### src/rtl/dma_copy_engine.sv
// dma_copy_engine: single-channel DMA copy engine driving the arbiter's DMA port.
// Copies len 64-bit words from src_addr to dst_addr, one read then one write per
// word, with at most one memory transaction outstanding.
// Optional feature macro: DMA_FILL_EN adds fill / fill_pattern ports so the engine
// can write a constant pattern to len destination words without reading.
module dma_copy_engine #(
  parameter int unsigned STRIDE = 8,
  parameter int unsigned LEN_W  = 32
) (
  input  logic             clk,
  input  logic             rst,
  input  logic             start,
  input  logic [63:0]      src_addr,
  input  logic [63:0]      dst_addr,
  input  logic [LEN_W-1:0] len,
  input  logic             abort,
`ifdef DMA_FILL_EN
  input  logic             fill,
  input  logic [63:0]      fill_pattern,
`endif
  output logic             busy,
  output logic             done,
  output logic             aborted,
  output logic [LEN_W-1:0] words_done,
  output logic             req_dma,
  output logic             we_dma,
  output logic [63:0]      addr_dma,
  output logic [63:0]      wdata_dma,
  input  logic             gnt_dma,
  input  logic             valid_dma,
  input  logic [63:0]      rdata_dma
);

  typedef enum logic [2:0] {
    IDLE    = 3'd0,
    RD_REQ  = 3'd1,
    RD_WAIT = 3'd2,
    WR_REQ  = 3'd3,
    FIN     = 3'd4
  } state_t;

  // Control state (reset)
  state_t           state_q, state_d;
  logic [LEN_W-1:0] words_q, words_d;
  logic             abort_pend_q, abort_pend_d;
  logic             aborted_q, aborted_d;

  // Datapath state (no reset: only observed while busy)
  logic [63:0]      src_q, src_d;
  logic [63:0]      dst_q, dst_d;
  logic [63:0]      data_q, data_d;
  logic [LEN_W-1:0] len_q, len_d;

  logic             abort_eff;
  logic [LEN_W-1:0] words_inc;
  logic             fill_start;
  logic             fill_mode;

`ifdef DMA_FILL_EN
  logic             fill_q, fill_d;
  assign fill_start = fill;
  assign fill_mode  = fill_q;
`else
  assign fill_start = 1'b0;
  assign fill_mode  = 1'b0;
`endif

  // Control registers: state, progress counter, abort bookkeeping
  always_ff @(posedge clk or posedge rst) begin
    if (rst) begin
      state_q      <= IDLE;
      words_q      <= '0;
      abort_pend_q <= 1'b0;
      aborted_q    <= 1'b0;
`ifdef DMA_FILL_EN
      fill_q       <= 1'b0;
`endif
    end else begin
      state_q      <= state_d;
      words_q      <= words_d;
      abort_pend_q <= abort_pend_d;
      aborted_q    <= aborted_d;
`ifdef DMA_FILL_EN
      fill_q       <= fill_d;
`endif
    end
  end

  // Datapath registers: addresses, captured word, length
  always_ff @(posedge clk) begin
    src_q  <= src_d;
    dst_q  <= dst_d;
    data_q <= data_d;
    len_q  <= len_d;
  end

  // Next-state logic for the transfer sequencer
  always_comb begin
    state_d      = state_q;
    words_d      = words_q;
    abort_pend_d = abort_pend_q;
    aborted_d    = aborted_q;
    src_d        = src_q;
    dst_d        = dst_q;
    data_d       = data_q;
    len_d        = len_q;
`ifdef DMA_FILL_EN
    fill_d       = fill_q;
`endif
    // An abort arriving this cycle counts immediately, not only once it is sticky.
    abort_eff    = abort | abort_pend_q;
    words_inc    = words_q + LEN_W'(1);

    if ((state_q != IDLE) && abort) begin
      abort_pend_d = 1'b1;
    end

    case (state_q)
      IDLE: begin
        abort_pend_d = 1'b0;
        aborted_d    = 1'b0;
        if (start) begin
          src_d   = src_addr;
          dst_d   = dst_addr;
          len_d   = len;
          words_d = '0;
`ifdef DMA_FILL_EN
          fill_d  = fill;
          data_d  = fill_pattern;
`endif
          if (len == '0)      state_d = FIN;
          else if (fill_start) state_d = WR_REQ;
          else                 state_d = RD_REQ;
        end
      end
      RD_REQ: begin
        // Once granted the read must be allowed to return, so abort only wins
        // while the request is still ungranted.
        if (gnt_dma) begin
          state_d = RD_WAIT;
        end else if (abort_eff) begin
          state_d   = FIN;
          aborted_d = 1'b1;
        end
      end
      RD_WAIT: begin
        if (valid_dma) begin
          data_d = rdata_dma;
          if (abort_eff) begin
            state_d   = FIN;
            aborted_d = 1'b1;
          end else begin
            state_d = WR_REQ;
          end
        end
      end
      WR_REQ: begin
        if (gnt_dma) begin
          src_d   = src_q + 64'(STRIDE);
          dst_d   = dst_q + 64'(STRIDE);
          words_d = words_inc;
          // Completing the last word takes precedence over a simultaneous abort.
          if (words_inc == len_q) begin
            state_d = FIN;
          end else if (abort_eff) begin
            state_d   = FIN;
            aborted_d = 1'b1;
          end else if (fill_mode) begin
            state_d = WR_REQ;
          end else begin
            state_d = RD_REQ;
          end
        end
      end
      FIN: begin
        state_d = IDLE;
      end
      default: begin
        state_d = IDLE;
      end
    endcase
  end

  // Output decode; req drops combinationally in the grant cycle
  always_comb begin
    busy       = (state_q != IDLE);
    done       = (state_q == FIN);
    aborted    = (state_q == FIN) && aborted_q;
    words_done = words_q;
    req_dma    = 1'b0;
    we_dma     = 1'b0;
    addr_dma   = '0;
    wdata_dma  = '0;
    case (state_q)
      RD_REQ: begin
        req_dma  = ~gnt_dma;
        addr_dma = src_q;
      end
      WR_REQ: begin
        req_dma   = ~gnt_dma;
        we_dma    = 1'b1;
        addr_dma  = dst_q;
        wdata_dma = data_q;
      end
      default: begin
        req_dma = 1'b0;
      end
    endcase
  end

endmodule

### config.mk
export PLATFORM = sky130hd
export DESIGN_NAME = dma_copy_engine
export DESIGN_NICKNAME = d
export VERILOG_FILES = /design/src/rtl/dma_copy_engine.sv
export SDC_FILE = /design/constraint.sdc
export NUM_CORES = 1
export LEC_CHECK = 0
export CAP_MARGIN = 30
export CORE_UTILIZATION = 50
export DETAILED_ROUTE_END_ITERATION = 8
export HOLD_SLACK_MARGIN = 0.03
export PLACE_DENSITY = 0.92
export SETUP_SLACK_MARGIN = 0.02
export SLEW_MARGIN = 25
export SYNTH_ARGS = -nofsm -noshare
export SYNTH_HDL_FRONTEND = slang
export SYNTH_SLANG_ARGS = --single-unit
### constraint.sdc
create_clock -name clk -period 14.63 [get_ports clk]
set_input_delay 2.926 -clock clk [delete_from_list [all_inputs] [get_ports clk]]
set_output_delay 2.926 -clock clk [all_outputs]
set_load 0.01 [all_outputs]
==> impl_metrics.env, run 1 <==
export IMPL_syn_mean_instance_area_um2=9.79
export IMPL_drive_above_1_share_pct=4.40
export IMPL_drc_errors=0
export IMPL_synthesis_yosys_warnings=0
export IMPL_max_transition_margin_pct=32.8
export IMPL_chipWidth_um=176
export IMPL_synth_lib_cells_used_distinct=69
export IMPL_vdd_ir_drop_worst_v=0.000105
export IMPL_synth_flop_cell="sky130_fd_sc_hd__edfxtp_1"
export IMPL_grt_util_all_layers_pct=30.5
export IMPL_synth_edf_count=224
export IMPL_floorplan_core_area_mm2=0.0296
export IMPL_worst_r2r_startpoint="words_done[0]"
export IMPL_crit_path_max_fanout=5
export IMPL_finalCritPeriodShare_pct=48.7
export IMPL_postSynthNetCount=1775
export IMPL_kind_of_launch_point_of_the_worst_setup_path="input port"
export IMPL_antenna_found_initial=3
export IMPL_maxClockFrequency_ghz=0.140
export IMPL_syn_cell_area_mm2=0.0151
export IMPL_worstReg2RegEnd="state_q[0]"
export IMPL_hold_path_depth=1
export IMPL_vias_per_cell=5.99
export IMPL_status="finished, final reports clean"
export IMPL_clk_insertion_delay_late_ps=550
export IMPL_finalSetupTns_ps=0
export IMPL_worstMarginPinSlew_ps=1010
export IMPL_critPathCaptureType="primary output"
export IMPL_boundaryPins=395
export IMPL_timing_worst_setup_path_type="in2out"
export IMPL_detailedRoute_firstPassIterationCount=5
export IMPL_cap_violations=0
export IMPL_multi_input_area_mm2=0.00700
export IMPL_grt_pass1_wl_mm=73.6
export IMPL_hold_start="words_done[31]"
export IMPL_ctsLongestPathBuffers=3
export IMPL_synth_seq_area_share_pct=50.7
export IMPL_post_cts_resize_count=0
export IMPL_r2r_worst_path_cells=9
export IMPL_drt_iter0_drc=1514
export IMPL_total_wirelength_mm=48.4
export IMPL_routedWlPerCell_um=21.0
export IMPL_timing_reg2reg_setup_slack_ps=10720
export IMPL_finalMaxSlewViolations=0
export IMPL_clkSinkCount=261
export IMPL_finalHoldViolations=0
export IMPL_ant_nets=0
export IMPL_fin_total_pwr_mw=2.93
export IMPL_fin_skew_ps=12.7
export IMPL_setup_viol_count_final=0
export IMPL_worst_endpoint_required_ps=11700
export IMPL_clock_tree_htree_level_count=1
export IMPL_io_buffer_count=394
export IMPL_gp_congestion=0.963
export IMPL_syn_instance_count=1542
export IMPL_power_leakage_nw=7.37
export IMPL_place_ws_ps=7520
export IMPL_start_util_pct=50.9
export IMPL_critPathArrivalTime_ps=4200
export IMPL_filler_cell_count=2111
export IMPL_hpwlAfterDp_mm=34.8
export IMPL_nets=2118
export IMPL_placementRows=63
export IMPL_vias_in_the_first_global_route=13400
export IMPL_fin_crit_ps=7120
export IMPL_synth_seq_cells=261
export IMPL_die_height_um=176
export IMPL_postLayoutSetupSlackWorst_ps=7510
export IMPL_postCtsSetupBuffers=0
export IMPL_cts_tree="built"
export IMPL_min_to="words_done[31]"
export IMPL_syn2layout_area_growth_pct=34.5
export IMPL_design_die_area_mm2=0.0309
export IMPL_cts_inserted_buffers=29
export IMPL_clock_tree_root_cell="sky130_fd_sc_hd__clkbuf_16"
export IMPL_worst_hold_path_type="reg2reg"
export IMPL_async_flop_share_pct=14.2
export IMPL_route_vias_total=13800
export IMPL_grt_max_degree=119
export IMPL_seq_area_mm2=0.00766
export IMPL_total_of_hold_buffers_inserted_after_clock_tree_synthesis=0
export IMPL_setup_repair_after_global_routing_missed_its_margin="false"
export IMPL_overflow=0
export IMPL_clk_pin_slew_ps=60
export IMPL_pwr_density_mw_per_mm2=144
-- logic make-up after synthesis --
| kind of cell | share of synthesized area, % |
|---|---|
| mux | 4.45 |
| fa+ha+maj | 0.249 |
| compound gates | 8.80 |
| buf+inv | 3.15 |
| flops | 50.7 |
| simple gates | 23.2 |
| xor+xnor | 9.43 |
-- synth_stat cells (3+ instances only) --
library cell	number	area share (%)
sky130_fd_sc_hd__a2111oi_0	3	0.17
sky130_fd_sc_hd__a21oi_1	13	0.43
sky130_fd_sc_hd__a31oi_1	13	0.54
sky130_fd_sc_hd__and2_1	15	0.62
sky130_fd_sc_hd__and3_1	95	3.9
sky130_fd_sc_hd__and4_1	20	1.2
sky130_fd_sc_hd__buf_1	7	0.17
sky130_fd_sc_hd__buf_2	16	0.53
sky130_fd_sc_hd__clkbuf_1	72	1.8
sky130_fd_sc_hd__dfrtp_1	37	6.1
sky130_fd_sc_hd__edfxtp_1	224	45
sky130_fd_sc_hd__ha_1	3	0.25
sky130_fd_sc_hd__inv_1	22	0.55
sky130_fd_sc_hd__mux2i_1	66	4.4
sky130_fd_sc_hd__nand2_1	228	5.7
sky130_fd_sc_hd__nand2b_1	8	0.33
sky130_fd_sc_hd__nand3_1	59	2.0
sky130_fd_sc_hd__nand3b_1	4	0.20
sky130_fd_sc_hd__nand4_1	47	1.9
sky130_fd_sc_hd__nor2_1	142	3.5
sky130_fd_sc_hd__nor2b_1	7	0.29
sky130_fd_sc_hd__nor3_1	18	0.60
sky130_fd_sc_hd__nor4_1	21	0.87
sky130_fd_sc_hd__nor4_4	3	0.42
sky130_fd_sc_hd__o21ai_0	159	5.3
sky130_fd_sc_hd__o22ai_1	4	0.17
sky130_fd_sc_hd__o31ai_1	15	0.75
sky130_fd_sc_hd__o41ai_1	4	0.23
sky130_fd_sc_hd__or2_2	5	0.21
sky130_fd_sc_hd__or3_1	7	0.29
sky130_fd_sc_hd__or4_1	3	0.15
sky130_fd_sc_hd__xnor2_1	80	4.6
sky130_fd_sc_hd__xor2_1	80	4.6
-- stage by stage --
step / cell area (um2) / instances / hold slack [ps] / util [%]
after CTS: 20300 / 2297 / 547 / 68.4
after floorplan: 15100 / 1542 / 486 / -
after detailed placement: 19300 / 2243 / 539 / 65.2
final: 20300 / 2299 / 553 / 68.5
after global placement: 19300 / 2240 / 519 / 65.0
after global routing: 20300 / 2299 / 575 / 68.5
-- per-layer routing --
| layer | wire, um | part of all wire (%) | global-route usage, % |
|---|---|---|---|
| met1 | 18100 | 37 | 37.8 |
| met2 | 23100 | 48 | 51.3 |
| met3 | 4680 | 9.7 | 4.96 |
| met4 | 2470 | 5.1 | 15.9 |
| met5 | 27 | 0.056 | 0 |
-- where the power goes --
group,internal (mW),switching [mW]
combinational,0.425,0.502
clock,0.438,0.305
sequential,1.05,0.211
-- cells in the final DEF, fill, tap and decap left out, types with 5 or more instances in the layout --
cell type	netlist	final
sky130_fd_sc_hd__or2_2	5	5
sky130_fd_sc_hd__and3_1	95	95
sky130_fd_sc_hd__nor4_1	21	20
sky130_fd_sc_hd__inv_1	22	21
sky130_fd_sc_hd__edfxtp_1	224	224
sky130_fd_sc_hd__buf_4	0	11
sky130_fd_sc_hd__xor2_1	80	80
sky130_fd_sc_hd__o31ai_1	15	15
sky130_fd_sc_hd__nor2b_1	7	6
sky130_fd_sc_hd__clkinv_2	0	8
sky130_fd_sc_hd__nand4_1	47	47
sky130_fd_sc_hd__clkdlybuf4s50_1	0	394
sky130_fd_sc_hd__nand3_1	59	59
sky130_fd_sc_hd__nor2_1	142	141
sky130_fd_sc_hd__nand2b_1	8	7
sky130_fd_sc_hd__clkinv_1	0	5
sky130_fd_sc_hd__and4_1	20	20
sky130_fd_sc_hd__dfrtp_1	37	36
sky130_fd_sc_hd__nor3_1	18	18
sky130_fd_sc_hd__and2_1	15	15
sky130_fd_sc_hd__nand2_1	228	227
sky130_fd_sc_hd__mux2i_1	66	66
sky130_fd_sc_hd__xnor2_1	80	80
sky130_fd_sc_hd__o21ai_0	159	159
sky130_fd_sc_hd__clkbuf_16	0	29
sky130_fd_sc_hd__or3_1	7	7
sky130_fd_sc_hd__a31oi_1	13	13
sky130_fd_sc_hd__a21oi_1	13	13
-- flip-flops by register name, summed over array words and instances (netlist names) --
| signal | cells |
|---|---|
| src_q | 64 |
| state_q | 3 |
| len_q | 32 |
| aborted_q | 1 |
| data_q | 64 |
| words_done | 32 |
| dst_q | 64 |
| abort_pend_q | 1 |
-- critical path: stages --
cell and delay, ps:
sky130_fd_sc_hd__clkdlybuf4s50_1 530, sky130_fd_sc_hd__nor2_1 180, sky130_fd_sc_hd__clkdlybuf4s50_1 570
-- worst max-delay path by stage --
stage | start | cells after the start | endpoint
5_1_grt | gnt_dma | 3 | req_dma
3_3_place_gp | gnt_dma | 3 | req_dma
2_1_floorplan | valid_dma | 2 | data_q[0]
4_1_cts | gnt_dma | 3 | req_dma
6_report | gnt_dma | 3 | req_dma
3_5_place_dp | gnt_dma | 3 | req_dma
-- layout make-up --
| class | count | share of cell area (%) |
|---|---|---|
| repair buffers | 409 | 20.3 |
| diodes | 1 | 0.0123 |
| well taps | 390 | 2.40 |
| inverters | 22 | 0.419 |
| clock buffers | 34 | 3.71 |
| clock inverters | 20 | 0.998 |
| multi-input cells | 1162 | 34.5 |
| flip-flops and latches | 261 | 37.7 |
No activity file was read; power rests on OpenSTA's default activity.
==> run 2: changes to the inputs <==
Settings changed: CORE_UTILIZATION 50 to 45, PLACE_DENSITY 0.92 to 0.88.
Clock period 14.63 ns to 6.5 ns, I/O delays scaled along.
==> impl_metrics.env, run 2 (synthesis results as in run 1) <==
export IMPL_status="finished, final reports clean"
export IMPL_biggestRegsByFlops="data_q: 64 flops, dst_q: 64 flops, src_q: 64 flops"
export IMPL_hpwlAfterDp_mm=36.4
export IMPL_kind_of_launch_point_of_the_worst_setup_path="flop"
export IMPL_drc_errors=0
export IMPL_maxClockFrequency_ghz=0.227
export IMPL_design_die_area_mm2=0.0343
export IMPL_setup_repair_after_global_routing_missed_its_margin="false"
export IMPL_crit_path_max_fanout=28
export IMPL_power_leakage_nw=7.35
export IMPL_ant_nets=0
export IMPL_finalHoldViolations=0
export IMPL_most_common_cell_after_layout_fill_and_taps_aside="sky130_fd_sc_hd__clkdlybuf4s50_1"
export IMPL_routedWlPerCell_um=21.1
export IMPL_filler_cell_count=2577
export IMPL_finish_cell_count_without_fillers=2349
export IMPL_total_of_hold_buffers_inserted_after_clock_tree_synthesis=0
export IMPL_placementRows=66
export IMPL_clk_insertion_delay_late_ps=560
export IMPL_finalMaxSlewViolations=0
export IMPL_antenna_found_initial=3
export IMPL_worstMarginPinSlew_ps=991
export IMPL_cap_violations=0
export IMPL_critPathArrivalTime_ps=3100
export IMPL_final_core_utilization_pct=62.1
export IMPL_cts_tree="built"
export IMPL_syn2layout_area_growth_pct=34.8
export IMPL_dr_max_layer_used="met5"
export IMPL_wl_met3_mm=4.97
export IMPL_io_buffer_count=394
export IMPL_start_util_pct=46.1
export IMPL_floorplan_core_area_mm2=0.0328
export IMPL_cts_inserted_buffers=29
export IMPL_final_cell_mix="394 x sky130_fd_sc_hd__clkdlybuf4s50_1, 227 x sky130_fd_sc_hd__nand2_1, 224 x sky130_fd_sc_hd__edfxtp_1"
export IMPL_vias_per_cell=5.84
export IMPL_worst_hold_path_type="reg2reg"
export IMPL_chipWidth_um=185
export IMPL_clk_pin_slew_ps=60
export IMPL_drt_iter0_drc=1367
export IMPL_clock_tree_htree_level_count=1
export IMPL_route_vias_total=13700
export IMPL_ctsLongestPathBuffers=3
export IMPL_fin_crit_ps=4400
export IMPL_clkSinkCount=261
export IMPL_grt_pass1_wl_mm=73.9
export IMPL_grt_max_degree=113
export IMPL_multi_input_area_mm2=0.00700
export IMPL_timing_worst_setup_path_type="reg2out"
export IMPL_nets=2116
export IMPL_boundaryPins=395
export IMPL_gp_congestion=0.982
export IMPL_detailedRoute_firstPassIterationCount=6
export IMPL_postCtsSetupBuffers=0
export IMPL_die_height_um=185
export IMPL_post_cts_resize_count=0
export IMPL_setup_viol_count_final=0
export IMPL_overflow=0
export IMPL_clock_tree_root_cell="sky130_fd_sc_hd__clkbuf_16"
export IMPL_grt_util_all_layers_pct=28.0
export IMPL_drt_met1_wl_mm=19.1
export IMPL_seq_area_mm2=0.00766
export IMPL_worst_endpoint_required_ps=5200
export IMPL_drive_above_1_share_pct=4.41
export IMPL_finalCritPeriodShare_pct=67.7
export IMPL_max_transition_margin_pct=33.9
export IMPL_vdd_ir_drop_worst_v=0.000304
export IMPL_critPathCaptureType="primary output"
export IMPL_finalSetupTns_ps=0
export IMPL_placed_cells_incl_taps=2294
export IMPL_pwr_density_mw_per_mm2=323
export IMPL_fin_skew_ps=22.6
export IMPL_route_met2_wl_mm=23.0
export IMPL_vias_in_the_first_global_route=13100
export IMPL_total_wirelength_mm=49.6
-- run 2: path summary, 6_finish.rpt --
kind	endpoint	startpoint	depth (start not counted)	slack (ps)
max	we_dma	state_q[0]	4	2100
min	abort_pend_q	abort_pend_q	2	550
max reg2reg	words_done[28]	state_q[0]	9	2570
min reg2reg	abort_pend_q	abort_pend_q	2	550
max in group asynchronous	state_q[1]	rst	3	4940
min in group asynchronous	words_done[29]	rst	3	1170
-- run 2: layout make-up --
cell class | instances | area share [%]
diodes | 2 | 0.0246
clock inverters | 17 | 0.602
clock buffers | 36 | 4.00
well taps | 442 | 2.72
inverters | 22 | 0.418
flip-flops and latches | 261 | 37.6
multi-input cells | 1162 | 34.4
repair buffers | 407 | 20.2
-- run 2: metal layers --
metal / track usage (%) / up-vias
met5: 0 / -
met4: 14.6 / 2
met3: 5.03 / 151
met2: 45.0 / 860
met1: 36.1 / 6462
li1: - / 6245
-- run 2: worst max-delay path, stage by stage, from the launching register on --
cell and delay, ps:
sky130_fd_sc_hd__dfrtp_1 590, sky130_fd_sc_hd__nor2b_4 750, sky130_fd_sc_hd__nand2_4 70, sky130_fd_sc_hd__inv_1 480
sky130_fd_sc_hd__clkdlybuf4s50_1 660
-- run 2: per-stage QoR --
step | cell area (um2) | worst slack, ps | total power, mW | hold slack [ps]
floorplan | 15100 | 1170 | 3.90 | 486
global placement | 19300 | 2100 | 4.83 | 523
detailed placement | 19400 | 2100 | 4.93 | 542
CTS | 20300 | 2180 | 6.57 | 556
global route | 20400 | 2020 | 6.86 | 597
finish | 20400 | 2100 | 6.58 | 549
-- run 2: where the power goes --
part | total (mW) | internal (mW) | switching, mW | leakage, nW
Sequential | 2.87 | 2.36 | 0.505 | 2.59
Clock | 1.63 | 0.928 | 0.700 | 0.462
Combinational | 2.08 | 0.965 | 1.11 | 4.30
